$ cat src/rtl/alu_pkg.sv
// rtl/alu_pkg.sv - shared ALU mode codes, FSM state encoding and default width
package alu_pkg;

  localparam int ALU_WIDTH = 16;

  localparam logic [3:0] ALU_ADD  = 4'd0;
  localparam logic [3:0] ALU_SUB  = 4'd1;
  localparam logic [3:0] ALU_MUL  = 4'd2;
  localparam logic [3:0] ALU_PASS = 4'd5;

  typedef enum logic {
    ST_IDLE = 1'b0,
    ST_MUL  = 1'b1
  } alu_state_t;

endpackage

$ cat src/rtl/alu_ac_mul.sv
// rtl/alu_ac_mul.sv - iterative shift-add multiplier (shift_add_mul), one multiplier bit per cycle
module shift_add_mul
  import alu_pkg::*;
#(
  parameter int WIDTH = ALU_WIDTH
) (
  input  logic             clk,
  input  logic             rst_n,
  input  logic             start,
  input  logic             abort,
  input  logic [WIDTH-1:0] multiplicand,
  input  logic [WIDTH-1:0] multiplier,
  output logic             busy,
  output logic             done,
  output logic [WIDTH-1:0] product
);

  localparam int CW = (WIDTH > 1) ? $clog2(WIDTH) : 1;

  alu_state_t       state;
  alu_state_t       state_nxt;
  logic [WIDTH-1:0] mcand;
  logic [WIDTH-1:0] mplier;
  logic [WIDTH-1:0] partial;
  logic [CW-1:0]    cnt;
  logic             last;

  // mcand is pre-shifted each cycle, so it already equals multiplicand<<i;
  // product is the partial sum after this cycle's bit, valid to capture on
  // the final iteration edge.
  assign last    = (cnt == CW'(WIDTH - 1));
  assign product = partial + (mplier[0] ? mcand : '0);
  assign busy    = (state == ST_MUL);
  assign done    = busy && last && !abort;

  // State register
  always_ff @(posedge clk or negedge rst_n) begin
    if (!rst_n) state <= ST_IDLE;
    else        state <= state_nxt;
  end

  // Next-state: leave MUL on abort or after the last bit
  always_comb begin
    state_nxt = state;
    case (state)
      ST_IDLE: if (start) state_nxt = ST_MUL;
      ST_MUL:  if (abort || last) state_nxt = ST_IDLE;
      default: state_nxt = ST_IDLE;
    endcase
  end

  // Operand latching and one shift-add step per cycle while multiplying
  always_ff @(posedge clk or negedge rst_n) begin
    if (!rst_n) begin
      mcand   <= '0;
      mplier  <= '0;
      partial <= '0;
      cnt     <= '0;
    end else if (state == ST_IDLE) begin
      if (start) begin
        mcand   <= multiplicand;
        mplier  <= multiplier;
        partial <= '0;
        cnt     <= '0;
      end
    end else if (abort) begin
      cnt <= '0;
    end else begin
      partial <= product;
      mcand   <= mcand << 1;
      mplier  <= mplier >> 1;
      cnt     <= last ? '0 : cnt + 1'b1;
    end
  end

endmodule

$ cat src/rtl/alu_ac.sv
// rtl/alu_ac.sv - accumulator/ALU stage with flags and MUL handshake; ALU_FAST_MUL_EN selects single-cycle multiply
module alu_ac
  import alu_pkg::*;
#(
  parameter int WIDTH = ALU_WIDTH
) (
  input  logic             clk,
  input  logic             rst_n,
  input  logic [WIDTH-1:0] bus_in,
  input  logic [3:0]       alu_mode,
  input  logic             ac_we,
  input  logic             clr_ac,
  input  logic             inc_ac,
  output logic [WIDTH-1:0] ac_out,
  output logic             z,
  output logic             c,
  output logic             busy,
  output logic             done
);

  logic [WIDTH-1:0] ac_nxt;
  logic             c_nxt;
  logic             done_nxt;
  logic [WIDTH:0]   add_sum;
  logic [WIDTH:0]   sub_diff;
  logic             mul_done;
  logic [WIDTH-1:0] mul_product;

  // Top bit of the widened difference is set exactly when bus_in > AC.
  assign add_sum  = {1'b0, ac_out} + {1'b0, bus_in};
  assign sub_diff = {1'b0, ac_out} - {1'b0, bus_in};

`ifdef ALU_FAST_MUL_EN
  assign mul_product = ac_out * bus_in;
  assign mul_done    = 1'b0;
  assign busy        = 1'b0;
`else
  logic mul_start;

  // A MUL only starts when nothing of higher priority is asserted.
  assign mul_start = ac_we && !clr_ac && !inc_ac && !busy && (alu_mode == ALU_MUL);

  shift_add_mul #(.WIDTH(WIDTH)) u_mul (
    .clk          (clk),
    .rst_n        (rst_n),
    .start        (mul_start),
    .abort        (clr_ac),
    .multiplicand (ac_out),
    .multiplier   (bus_in),
    .busy         (busy),
    .done         (mul_done),
    .product      (mul_product)
  );
`endif

  // Next AC/flags: clear beats everything, busy blocks inc/write, then inc > write
  always_comb begin
    ac_nxt   = ac_out;
    c_nxt    = c;
    done_nxt = 1'b0;
    if (clr_ac) begin
      ac_nxt = '0;
      c_nxt  = 1'b0;
    end else if (busy) begin
      if (mul_done) begin
        ac_nxt   = mul_product;
        done_nxt = 1'b1;
      end
    end else if (inc_ac) begin
      ac_nxt = ac_out + 1'b1;
    end else if (ac_we) begin
      case (alu_mode)
        ALU_ADD:  {c_nxt, ac_nxt} = add_sum;
        ALU_SUB: begin
          ac_nxt = sub_diff[WIDTH-1:0];
          c_nxt  = sub_diff[WIDTH];
        end
        ALU_PASS: ac_nxt = bus_in;
        ALU_MUL: begin
`ifdef ALU_FAST_MUL_EN
          ac_nxt   = mul_product;
          done_nxt = 1'b1;
`else
          ac_nxt   = ac_out;
`endif
        end
        default:  ac_nxt = ac_out;
      endcase
    end
  end

  // Registered AC, flags and done pulse; z tracks the value being written
  always_ff @(posedge clk or negedge rst_n) begin
    if (!rst_n) begin
      ac_out <= '0;
      z      <= 1'b1;
      c      <= 1'b0;
      done   <= 1'b0;
    end else begin
      ac_out <= ac_nxt;
      z      <= (ac_nxt == '0);
      c      <= c_nxt;
      done   <= done_nxt;
    end
  end

endmodule

$ cat config.mk
export PLATFORM = sky130hd
export DESIGN_NAME = alu_ac
export DESIGN_NICKNAME = d
export VERILOG_FILES = /design/src/rtl/alu_pkg.sv /design/src/rtl/alu_ac_mul.sv /design/src/rtl/alu_ac.sv
export SDC_FILE = /design/constraint.sdc
export NUM_CORES = 1
export LEC_CHECK = 0
export BUFFER_PORTS_ARGS = -buffer_cell sky130_fd_sc_hd__buf_2
export CAP_MARGIN = 25
export CORE_MARGIN = 5
export CORE_UTILIZATION = 55
export DETAILED_ROUTE_END_ITERATION = 10
export GPL_ROUTABILITY_DRIVEN = 0
export GPL_TIMING_DRIVEN = 0
export PLACE_DENSITY_LB_ADDON = 0.3
export SKIP_CTS_REPAIR_TIMING = 1
export SLEW_MARGIN = 30
export SYNTH_ARGS = -nofsm -noshare
export SYNTH_HDL_FRONTEND = slang
export SYNTH_SLANG_ARGS = --single-unit
$ cat constraint.sdc
create_clock -name clk -period 3.9 [get_ports clk]
set_input_delay 0.78 -clock clk [delete_from_list [all_inputs] [get_ports clk]]
set_output_delay 0.78 -clock clk [all_outputs]
set_load 0.03 [all_outputs]
* Yosys cells after proc, flatten, opt, wreduce, memory -nomap -nowiden
Index checks and enable logic that the tools add are counted.
** Cells by class
- Reductions and logical operators :: 17
- Bitwise logic cells :: 1
- Muxes and demuxes :: 31
- $add $sub $neg :: 5
- Div/mod/pow operators :: 0
- Shift-type cells :: 0
- Multiply operators :: 0
- Order comparisons :: 0
- Eq/ne operators :: 7
** Operators by type and width (count)
- 16-bit 2-to-1 mux :: 15
- 16-bit one-hot mux with 3 select lines :: 1
- 16-bit by 16-bit adder with 17-bit output :: 1
- 16-bit by 16-bit subtractor with 17-bit output :: 1
- 16-bit by 1-bit adder with 16-bit output, second input constant :: 1
- 16-bit adder :: 1
- 16-bit zero test :: 1
- 4-bit 2-to-1 mux :: 4
- 1-bit 2-to-1 mux :: 9
- 1-bit logical AND :: 6
- 2-bit != test, second input constant :: 3
- 4-bit by 1-bit adder with 4-bit output, second input constant :: 1
- 4-bit by 1-bit == test with 1-bit output, second input constant :: 1
- 4-bit by 2-bit == test with 1-bit output, second input constant :: 1
- 4-bit by 3-bit == test with 1-bit output, second input constant :: 1
- 4-bit == test, second input constant :: 1
- 4-bit zero test :: 1
- 1-bit one-hot mux with 2 select lines :: 2
- 4-bit AND reduction :: 1
- 2-bit nonzero test :: 2
- 1-bit zero test :: 3
- 3-bit nonzero test :: 1
- 2-bit AND reduction :: 1
- 1-bit logical OR :: 1
- 1-bit NOT :: 1
** Word-level totals
- RAM bits :: 0
- Word-level logic and storage cells :: 70
- Bits in latches :: 0
- Memories :: 0
- Output and inout bits :: 20
- Bits in registers :: 72
- Input bits :: 25
- Memory bits (read-only) :: 0

* Longest topological paths before layout
Gate-level depths: netlist (run 1).
- Word-level depth :: 7
- Depth in mapped cells :: 13
- Depth with buffers taken out :: 12

* Modules after synthesis
Synthesis (run 1) repeated with hierarchy kept, for this count alone.
** Second synthesis, totals
- Cell total of the unflattened synthesis :: 829
- Area, all modules :: 6777.8 µm²
** By module, submodules not included
- alu_ac :: sequential area each 476.7 µm², area each 3578.4 µm², instances 1, cells each 493
- shift_add_mul :: sequential area each 1326.3 µm², area each 3199.3 µm², instances 1, cells each 336

* Worst setup path before layout (run 1)
Ideal clock, no wire load.
- Path type :: input to register
- From :: input bus_in[2]
- To :: register z
- Setup time :: 63 ps
- Arrival :: 3490 ps
- Path buffers :: 0
- Required time :: 3837 ps
- Path slack :: 347 ps
- Stages on the path :: 11
- Cells stage by stage :: inv_1 -> ha_1 -> nor3b_2 -> nor3_1 -> a221o_1 -> a221oi_1 -> o22ai_1 -> or4_1 -> or4_1 -> nor4b_1 -> and4b_1
** On the way
- Word-level cells in the longest chain between the ends :: 7
- Elaborated cells between the ends (all ways) :: 8
- Those cells by class :: add/sub: 2; mux: 5; reduce/logical: 1
** Ends and longest elaborated chain
- start: declaration :: line alu_ac.sv:9 : input logic [WIDTH-1:0] bus_in,
- 16-bit by 16-bit subtractor with 17-bit output / 16-bit by 16-bit adder with 17-bit output (equally long branches) :: line alu_ac.sv:31, alu_ac.sv:30
- 16-bit one-hot mux with 3 select lines (*) :: line alu_ac.sv:72 : case (alu_mode)
- 16-bit 2-to-1 mux (*) :: line alu_ac.sv:71 : end else if (ac_we) begin
- 16-bit 2-to-1 mux (*) :: line alu_ac.sv:69 : end else if (inc_ac) begin
- 16-bit 2-to-1 mux (*) :: line alu_ac.sv:64 : end else if (busy) begin
- 16-bit 2-to-1 mux (*) :: line alu_ac.sv:61 : if (clr_ac) begin
- named net ac_nxt[3] :: line alu_ac.sv:21 : logic [WIDTH-1:0] ac_nxt;
- 16-bit zero test (*) :: line alu_ac.sv:101 : z <= (ac_nxt == '0);
- end signal: assignment :: line alu_ac.sv:101
- end: declaration :: line alu_ac.sv:15 : output logic z,
Mark *: on every way through the listed nets, which the timed path passes. The rest lies on a longest branch.
A chain may end at the register's enable or synchronous reset.

* Worst setup path after layout (run 1)
Ends and elaborated chain as after synthesis.

==> qor.txt, run 1 <==
Outcome = complete, no violations
Starting DRC count in detailed routing = 759
Critical Path Fanout Max = 7
Die Width = 120 µm
Clock Tree Buf Depth = 2
Worst-Margin Slew = 926 ps
Die Area = 14500 µm²
Drt drc = 0
Overflow left after global routing = 0
Worst Skew = 7.43 ps
Yosys cell types = 74
First-pass GRT wire length = 33.1 mm
Fraction of layout cells with a size suffix above 1 = 0.109
Leak = 3.24 nW
R2R Path Start = u_mul.mplier[0]
Register area = 1810 µm²
IO buf count = 42
CTS H-tree lvls = 3
Power Internal = 1.67 mW
Root Buffer = clkbuf_16
Final Total Pwr = 2.64 mW
Synthesized net count = 919
Flop pwr share = 0.377
Placed instance count = 1032
Post-synth EDFFs = 0
CTS sink cnt = 72
Switching share of power = 0.368
Maximum vdd drop = 0.185 mV
Fin cells = 1050
Synth-to-layout area growth = 12.0%
#FFs+latches synth = 72
Slowest stage cell, crit path = or4_1
I/O Pins = 45
Die height = 120 µm
Antenna cell count = 0
Slew HR = 0.383
Vias = 6809
Core area = 12000 µm²
Synthesized area = 6690 µm²
Cell Area, Placed = 7130 µm²
Nets@finish = 976
Hold Path Class = input port to asynchronous set/reset pin
Final period util = 0.987
Crit path launch type = input port
Vias per std cell = 6.48
Total CTS buffers = 9
CTS tree = done
Final Setup Violations = 0
Area of the multi-input gates = 4580 µm²
Initial antenna violation count = 0
Final Hold Fails = 0
Comb pwr share = 0.318
Seq/Total Area, Yosys = 0.269
Reg2reg path depth = 12
Total Routed Length = 20.9 mm
Critical Path RT = 4180 ps
Clock power frac = 0.305
Drt first pass iters = 5
Setup crit end kind = register
Main synth FF type = dfrtp_1
Crit-path cells = buf_2, inv_1, ha_1, nor2b_1, nor3_2, a221o_1, a221oi_2, o22ai_1, or4_1, or4_1, nor4b_2, and4b_1
Maxcap violations = 0
Max Transition Viols Final = 0
Fmax = 260 MHz
CTS clk-pin slew, worst paths = 60 ps
Switching power = 972 µW
Avg WL per Cell = 19.9 µm
Largest net degree at the start of global routing = 45
Syn Inst Count = 841
DP HPWL = 15.7 mm
Avg Inst Size Synth = 7.96 µm²
Total Routing Usage GR = 0.287
Initial Util = 0.560
Vias in the first global route = 6466
Layout fillers = 1091
Final core utilization = 0.627
Most common cell on crit path = or4_1
Fin Hold WS = 370 ps
Worst-Skew Late Latency = 350 ps
Power Dens Cells = 352 nW/µm²
Antenna Nets Post-Route = 0
Crit path DAT = 4130 ps
WS Path Type = input port to register
Slowest stage delay, CP = 490 ps
Final instance area = 7500 µm²
Yosys warns = 0
Worst Setup SP = bus_in[2]
Tmin final = 3850 ps
Asr flop ratio synth = 1.00
Row count = 40
==> cells in the mapped netlist, types with 3 or more instances <==
cell type   n  share of area
o22ai_1    13          0.012
o211ai_1   10          0.011
a211oi_1   19          0.021
a31oi_1    11          0.010
xnor2_1    15          0.020
o211a_1     5         0.0075
a211o_1     3         0.0039
or4_1       4         0.0045
clkbuf_1   37          0.021
a31o_2      5         0.0065
fa_1        3         0.0090
nand3_1    27          0.020
o21a_1      5         0.0056
nand2_1    77          0.043
nor2b_1    11          0.010
o41ai_1     4         0.0052
nor3_1     21          0.016
a2111oi_0   7         0.0092
xor2_1      8          0.010
o31a_1      3         0.0039
a311oi_1    5         0.0065
mux2i_1    40          0.060
a21oi_1    75          0.056
and3_1     10         0.0093
and2_1     20          0.019
a221oi_1    5         0.0065
buf_1       6         0.0034
nand2b_1    5         0.0047
ha_1       50          0.093
a21o_1      9          0.010
o21ai_0    41          0.031
nor4_1      5         0.0047
or3_1       6         0.0056
o21bai_1    6         0.0067
o221ai_1    5         0.0065
o31ai_1     8         0.0090
dfrtp_1    71           0.27
o2bb2ai_1   3         0.0039
inv_1      48          0.027
nor2_1     79          0.044
nand4_1     9         0.0084
==> critical path, delay by kind of cell <==
family                   cells  cell delay (ps)
AO/OA/AOI/OAI                3              830
adder cells (fa/ha/maj)      1              420
buffers and inverters        2              180
AND/OR/NAND/NOR              6             1920
==> power by group through the flow <==
stage	registers, mW	clock network [mW]	logic [mW]
4_1_cts	0.990	0.812	0.802
3_3_place_gp	0.999	0	0.772
6_report	0.995	0.803	0.839
2_1_floorplan	0.985	0	0.568
3_5_place_dp	1.00	0	0.793
5_1_grt	1.01	0.842	0.934
==> routing by layer <==
layer / wire [µm] / track usage / part of all wire
met3: 1330 / 0.0472 / 0.064
met4: 719 / 0.125 / 0.034
met2: 9900 / 0.479 / 0.47
met1: 8920 / 0.368 / 0.43
met5: 0 / 0 / 0
==> metrics by stage <==
step	worst slack (ps)	setup TNS (ps)
floorplan	347	0
global placement	-410	-410
detailed placement	-437	-437
CTS	-147	-147
global route	-6.10	-6.10
finish	52.5	0
==> state kept, by name (all words and copies together), names as in the netlist <==
name	count
ac_out	16
u_mul.mcand	16
u_mul.mplier	16
u_mul.partial	16
u_mul.cnt	4
c	1
done	1
u_mul.busy	1
z	1
==> layout make-up <==
type / count / share of cell area
buffer: 48 / 0.0262
tap: 147 / 0.0245
sequential: 72 / 0.241
inverter: 48 / 0.0240
multi-input combinational: 673 / 0.611
timing repair buffer: 46 / 0.0347
clock buffer: 12 / 0.0342
clock inverter: 4 / 0.00384
==> worst paths after layout <==
| check | endpoint | slack [ps] |
|---|---|---|
| worst max-delay path | z | 50 |
| worst min-delay path | u_mul.mplier[1] | 370 |
| worst max register to register | z | 60 |
| worst min register to register | u_mul.cnt[3] | 510 |
| max in group asynchronous | z | 2900 |
| min in group clk | u_mul.cnt[3] | 510 |
==> logic make-up (layout without fill, tap and decap cells) <==
logic type / count (synthesis) / after routing / share of synthesized area
xor gates and xnor gates: 23 / 23 / 0.0301
adders and majority gates: 53 / 53 / 0.102
AOI/OAI and AO/OA: 271 / 271 / 0.276
buffers and inverters: 96 / 158 / 0.0561
muxes: 40 / 40 / 0.0598
DFF: 72 / 72 / 0.269
and+or+nand+nor: 286 / 286 / 0.206
==> cell usage in the layout (no fill, tap or decap), types with 11 or more instances in the layout <==
cell,synthesis,final
a31oi_1,11,11
a21oi_1,75,75
a211oi_1,19,16
and2_1,20,20
nand3_1,27,27
nand2_1,77,77
o22ai_1,13,13
inv_1,48,48
nor3_1,21,18
buf_2,2,44
ha_1,50,50
dfrtp_1,71,68
mux2i_1,40,40
xnor2_1,15,15
o21ai_0,41,41
nor2_1,79,79
nor2b_1,11,11
clkbuf_1,37,37
Note: power is estimated with default switching activity, not from simulation.
==> run 2, diff against run 1 <==
Settings changed: ABC_CLOCK_PERIOD_IN_PS set to 3900, REMOVE_ABC_BUFFERS set to 1.
==> run 2 against run 1 <==
Effect of this change:
- combinational power down 0.8%
- clock skew down 0.85 ps
- fmax up 2.2%
- global-route usage down 0.80 points
- sequential share of layout area up 0.43 points
- final cell count down 4.1%
- critical path depth unchanged
- clock-buffer cell count down 1
- sequential power about the same
- critical path type unchanged
- largest power group unchanged
==> qor.txt, run 2 (synthesis results as in run 1) <==
Outcome = complete, no violations
Fin Hold WS = 350 ps (-19.5 ps)
Total Routed Length = 20.2 mm (-3.0%)
Slowest stage cell, crit path = or4_1
Avg WL per Cell = 20.1 µm (+1.1%)
Critical Path RT = 4180 ps (about the same)
Core area = 12000 µm² (unchanged)
CTS H-tree lvls = 3 (unchanged)
Worst-Skew Late Latency = 350 ps (about the same)
Tmin final = 3760 ps (-83.0 ps)
Vias per std cell = 6.76 (+4.3%)
CTS clk-pin slew, worst paths = 60 ps (about the same)
Die Width = 120 µm (unchanged)
Hold Path Class = input port to asynchronous set/reset pin
Maximum vdd drop = 0.216 mV (+17%)
Final Hold Fails = 0 (unchanged)
Crit-path cells = buf_2, inv_1, ha_1, nor3b_2, nor3_1, a221o_1, a221oi_2, o22ai_1, or4_1, or4_1, nor4b_2, and4b_1
Final period util = 0.965 (-0.0213)
CTS sink cnt = 72 (unchanged)
Critical path buffers and inverters = 2 (unchanged)
Maxcap violations = 0 (unchanged)
Clock Tree Buf Depth = 2 (unchanged)
Die Area = 14500 µm² (unchanged)
Max Transition Viols Final = 0 (unchanged)
Overflow left after global routing = 0 (unchanged)
Worst-Margin Slew = 750 ps (-176 ps)
Crit path DAT = 4050 ps (-80 ps)
Vias = 6809 (unchanged)
Final Total Pwr = 2.66 mW (+0.93%)
Drt drc = 0 (unchanged)
Slew HR = 0.487 (+0.104)
Top delay family on crit path = simple AND/OR/NAND/NOR gates
Power Dens Cells = 361 nW/µm² (+2.6%)
Worst Skew = 6.58 ps (-0.852 ps)
Fmax = 266 MHz (+2.2%)
Critical Path Fanout Max = 5 (-2)
RSZ-0062 raised after global routing = false
Synth-to-layout area growth = 10.2%
Most common cell on crit path = or4_1
Drt first pass iters = 5 (unchanged)
Placed instance count = 988 (-4.3%)
Initial Util = 0.560 (unchanged)
Final core utilization = 0.617 (-0.0103)
Total Routing Usage GR = 0.279 (-0.00800)
Most common cell after layout, fill and taps aside = nor2_1
Antenna Nets Post-Route = 0 (unchanged)
Setup crit end kind = register
First-pass GRT wire length = 32.8 mm (-0.88%)
TNS Setup = 0 ps (unchanged)
Root Buffer = clkbuf_16
Largest net degree at the start of global routing = 62 (+38%)
Commonest cells after routing, fill and taps aside = nor2_1 (78), nand2_1 (76), a21oi_1 (75)
Total CTS buffers = 9 (unchanged)
Fin cells = 1007 (-4.1%)
IO buf count = 44 (+4.8%)
I/O Pins = 45 (unchanged)
Die height = 120 µm (unchanged)
Crit path launch type = input port
Leak = 3.19 nW (-1.7%)
Initial antenna violation count = 0 (unchanged)
Vias in the first global route = 6505 (+0.60%)
CTS tree = done
Starting DRC count in detailed routing = 764 (+0.66%)
Antenna cell count = 0 (unchanged)
Final Setup Violations = 0 (unchanged)
Slowest stage delay, CP = 490 ps (about the same)
WS Path Type = input port to register
Fraction of layout cells with a size suffix above 1 = 0.117 (+0.00891)
Nets@finish = 933 (-4.4%)
Row count = 40 (unchanged)
DP HPWL = 14.8 mm (-6.2%)
run 2: cell count changes in the layout (fill, tap and decap cells not counted), moves of 2 or more:
cell      before  now
clkbuf_1      37    2
buf_1          6    0
clkbuf_2       2    0
clkbuf_8       2    0
ha_1          50   48
ha_2           0    2
run 2: layout make-up:
type                    count  area (µm²)
clock buffers              11         233
clock inverters             5        58.8
fillers                  1042        4590
inverters                  48         184
multi-input cells         673        4600
flip-flops and latches     72        1810
well taps                 147         184
repair buffers             51         309
run 2: path summary, 6_finish.rpt:
kind | slack, ps | from | cells after the start | end
worst max-delay path | 140 | bus_in[1] | 12 | z
min in group clk | 510 | u_mul.cnt[3] | 1 | u_mul.cnt[3]
max in group asynchronous | 2960 | rst_n | 2 | u_mul.busy
worst max register to register | 160 | u_mul.mplier[0] | 12 | z
worst min register to register | 510 | u_mul.cnt[3] | 1 | u_mul.cnt[3]
worst min-delay path | 350 | rst_n | 1 | u_mul.mplier[3]
run 2: per-layer routing:
layer / share of wire / global-route usage
met5: 0 / 0
met3: 0.082 / 0.0491
met4: 0.039 / 0.120
met2: 0.47 / 0.462
met1: 0.41 / 0.359
run 2: metrics by stage:
stage	worst slack [ps]	instance area, µm²
finish	136	7370
detailed placement	-457	7010
floorplan	33.9	6500
global route	4.66	7370
CTS	-251	7300
global placement	-1410	6900
run 2: report_power, final:
group / total (mW) / internal (mW) / switching (mW)
Sequential: 0.992 / 0.875 / 0.117
Combinational: 0.832 / 0.323 / 0.509
Clock: 0.839 / 0.496 / 0.343
Total: 2.66 / 1.69 / 0.969
==> run 3, diff against run 2 <==
Settings changed: CELL_PAD_IN_SITES_DETAIL_PLACEMENT set to 1, CELL_PAD_IN_SITES_GLOBAL_PLACEMENT set to 1, CORE_UTILIZATION 55 to 47.
==> run 3 against run 2 <==
Effect of this change:
- routed wire length grew 14%
- register-to-register slack is essentially flat
- combinational power grew 2.8%
- hold slack lost 11 ps
- global-route usage is essentially flat
- clock skew is essentially flat
- die area grew 16%
- flip-flop and latch count is the same
- critical path type unchanged
- critical endpoint unchanged
==> qor.txt, run 3 (synthesis results as in run 1) <==
Vias = 6844 (+0.51%)
Reg-to-reg slack, setup = 150 ps (about the same)
Drt first pass iters = 5 (unchanged)
Critical Path RT = 4190 ps (about the same)
Worst-Skew Late Latency = 360 ps (about the same)
Crit path DAT = 4050 ps (about the same)
Vias in the first global route = 7051 (+8.4%)
First-pass GRT wire length = 36.9 mm (+13%)
Core area = 13900 µm² (+16%)
WS Path Type = input port to register
Maxcap violations = 0 (unchanged)
Clock Tree Buf Depth = 2 (unchanged)
Setup crit end kind = register
Leak = 3.22 nW (+1.2%)
Overflow left after global routing = 0 (unchanged)
RR Endpoint = z
Row count = 43 (+7.5%)
Slowest stage cell, crit path = or4_1
Total Routed Length = 23.2 mm (+14%)
Slew HR = 0.436 (-0.0514)
Commonest cells after routing, fill and taps aside = nor2_1 (78), nand2_1 (76), a21oi_1 (74)
Antenna cell count = 0 (unchanged)
Antenna Nets Post-Route = 0 (unchanged)
Avg WL per Cell = 22.3 µm (+11%)
Top delay family on crit path = simple AND/OR/NAND/NOR gates
Vias per std cell = 6.59 (-2.6%)
Drt drc = 0 (unchanged)
Hold Path Class = input port to asynchronous set/reset pin
Total CTS buffers = 9 (unchanged)
Fraction of layout cells with a size suffix above 1 = 0.123 (+0.00596)
Maximum vdd drop = 0.204 mV (-5.7%)
CTS clk-pin slew, worst paths = 60 ps (about the same)
Die Width = 129 µm (+7.5%)
DP HPWL = 17.3 mm (+17%)
Die height = 129 µm (+7.5%)
Worst-Margin Slew = 843 ps (+92.6 ps)
Placed instance count = 1021 (+3.3%)
Outcome = complete, no violations
CTS tree = done
Critical Path Fanout Max = 11 (+6)
Fin cells = 1039 (+3.2%)
CTS H-tree lvls = 3 (unchanged)
Crit path launch type = input port
Most common cell after layout, fill and taps aside = nor2_1
Die Area = 16700 µm² (+16%)
Largest net degree at the start of global routing = 48 (-23%)
Power Dens Cells = 373 nW/µm² (+3.4%)
Max Transition Viols Final = 0 (unchanged)
Fmax = 266 MHz (about the same)
R2R Path Start = ac_out[4]
Critical path buffers and inverters = 2 (unchanged)
Final Setup Violations = 0 (unchanged)
TNS Setup = 0 ps (unchanged)
Worst Skew = 7.01 ps (+0.434 ps)
Starting DRC count in detailed routing = 477 (-38%)
Initial Util = 0.480 (-0.0792)
Initial antenna violation count = 0 (unchanged)
Reg2reg path depth = 10 (-2)
CTS sink cnt = 72 (unchanged)
Final period util = 0.965 (about the same)
Root Buffer = clkbuf_16
Synth-to-layout area growth = 12.0%
Total Routing Usage GR = 0.279 (-0.000300)
Final Hold Fails = 0 (unchanged)
Crit-path cells = buf_2, inv_1, ha_1, nor3_1, nand2_1, a211oi_2, o211a_1, a21oi_1, o221a_1, or4_1, nor4b_2, and4b_1
Slowest stage delay, CP = 570 ps (+80 ps)
Tmin final = 3760 ps (-1.73 ps)
Final Total Pwr = 2.80 mW (+5.1%)
Nets@finish = 932 (-0.11%)
IO buf count = 44 (unchanged)
I/O Pins = 45 (unchanged)
[run 3: per-layer routing]
| metal | part of all wire | global-route usage |
|---|---|---|
| met3 | 0.047 | 0.0433 |
| met5 | 0 | 0 |
| met2 | 0.49 | 0.478 |
| met4 | 0.020 | 0.0908 |
| met1 | 0.44 | 0.359 |
[run 3: worst max path at each step]
stage               startpoint  to  cells after the start
2_1_floorplan       u_mul.busy   z                      6
3_3_place_gp        u_mul.busy   z                      6
3_5_place_dp         bus_in[5]   z                     12
4_1_cts        u_mul.mplier[0]   z                     12
5_1_grt              bus_in[1]   z                     12
6_report             bus_in[3]   z                     12
[run 3: area by class of cell]
| type | instances | area [µm²] |
|---|---|---|
| Fill cell | 1706 | 6440 |
| Timing Repair Buffer | 50 | 320 |
| Sequential cell | 72 | 1810 |
| Tap cell | 180 | 225 |
| Clock inverter | 6 | 91.3 |
| Multi-Input combinational cell | 673 | 4630 |
| Inverter | 48 | 184 |
| Clock buffer | 10 | 239 |
[run 3: report_power, final]
part	switching, mW	leakage [nW]	total [mW]	internal, mW
Sequential	0.121	0.929	0.996	0.875
Clock	0.366	0.163	0.947	0.581
Combinational	0.529	2.13	0.855	0.325
[run 3: through the flow]
step                utilization  worst slack, ps  hold WS [ps]  instance area (µm²)
finish                    0.538              137           339                 7500
floorplan                     -             33.9           464                 6500
global route              0.538            -23.9           366                 7500
CTS                       0.531             -276           349                 7400
global placement          0.498            -1550           484                 6940
detailed placement        0.507             -621           510                 7070
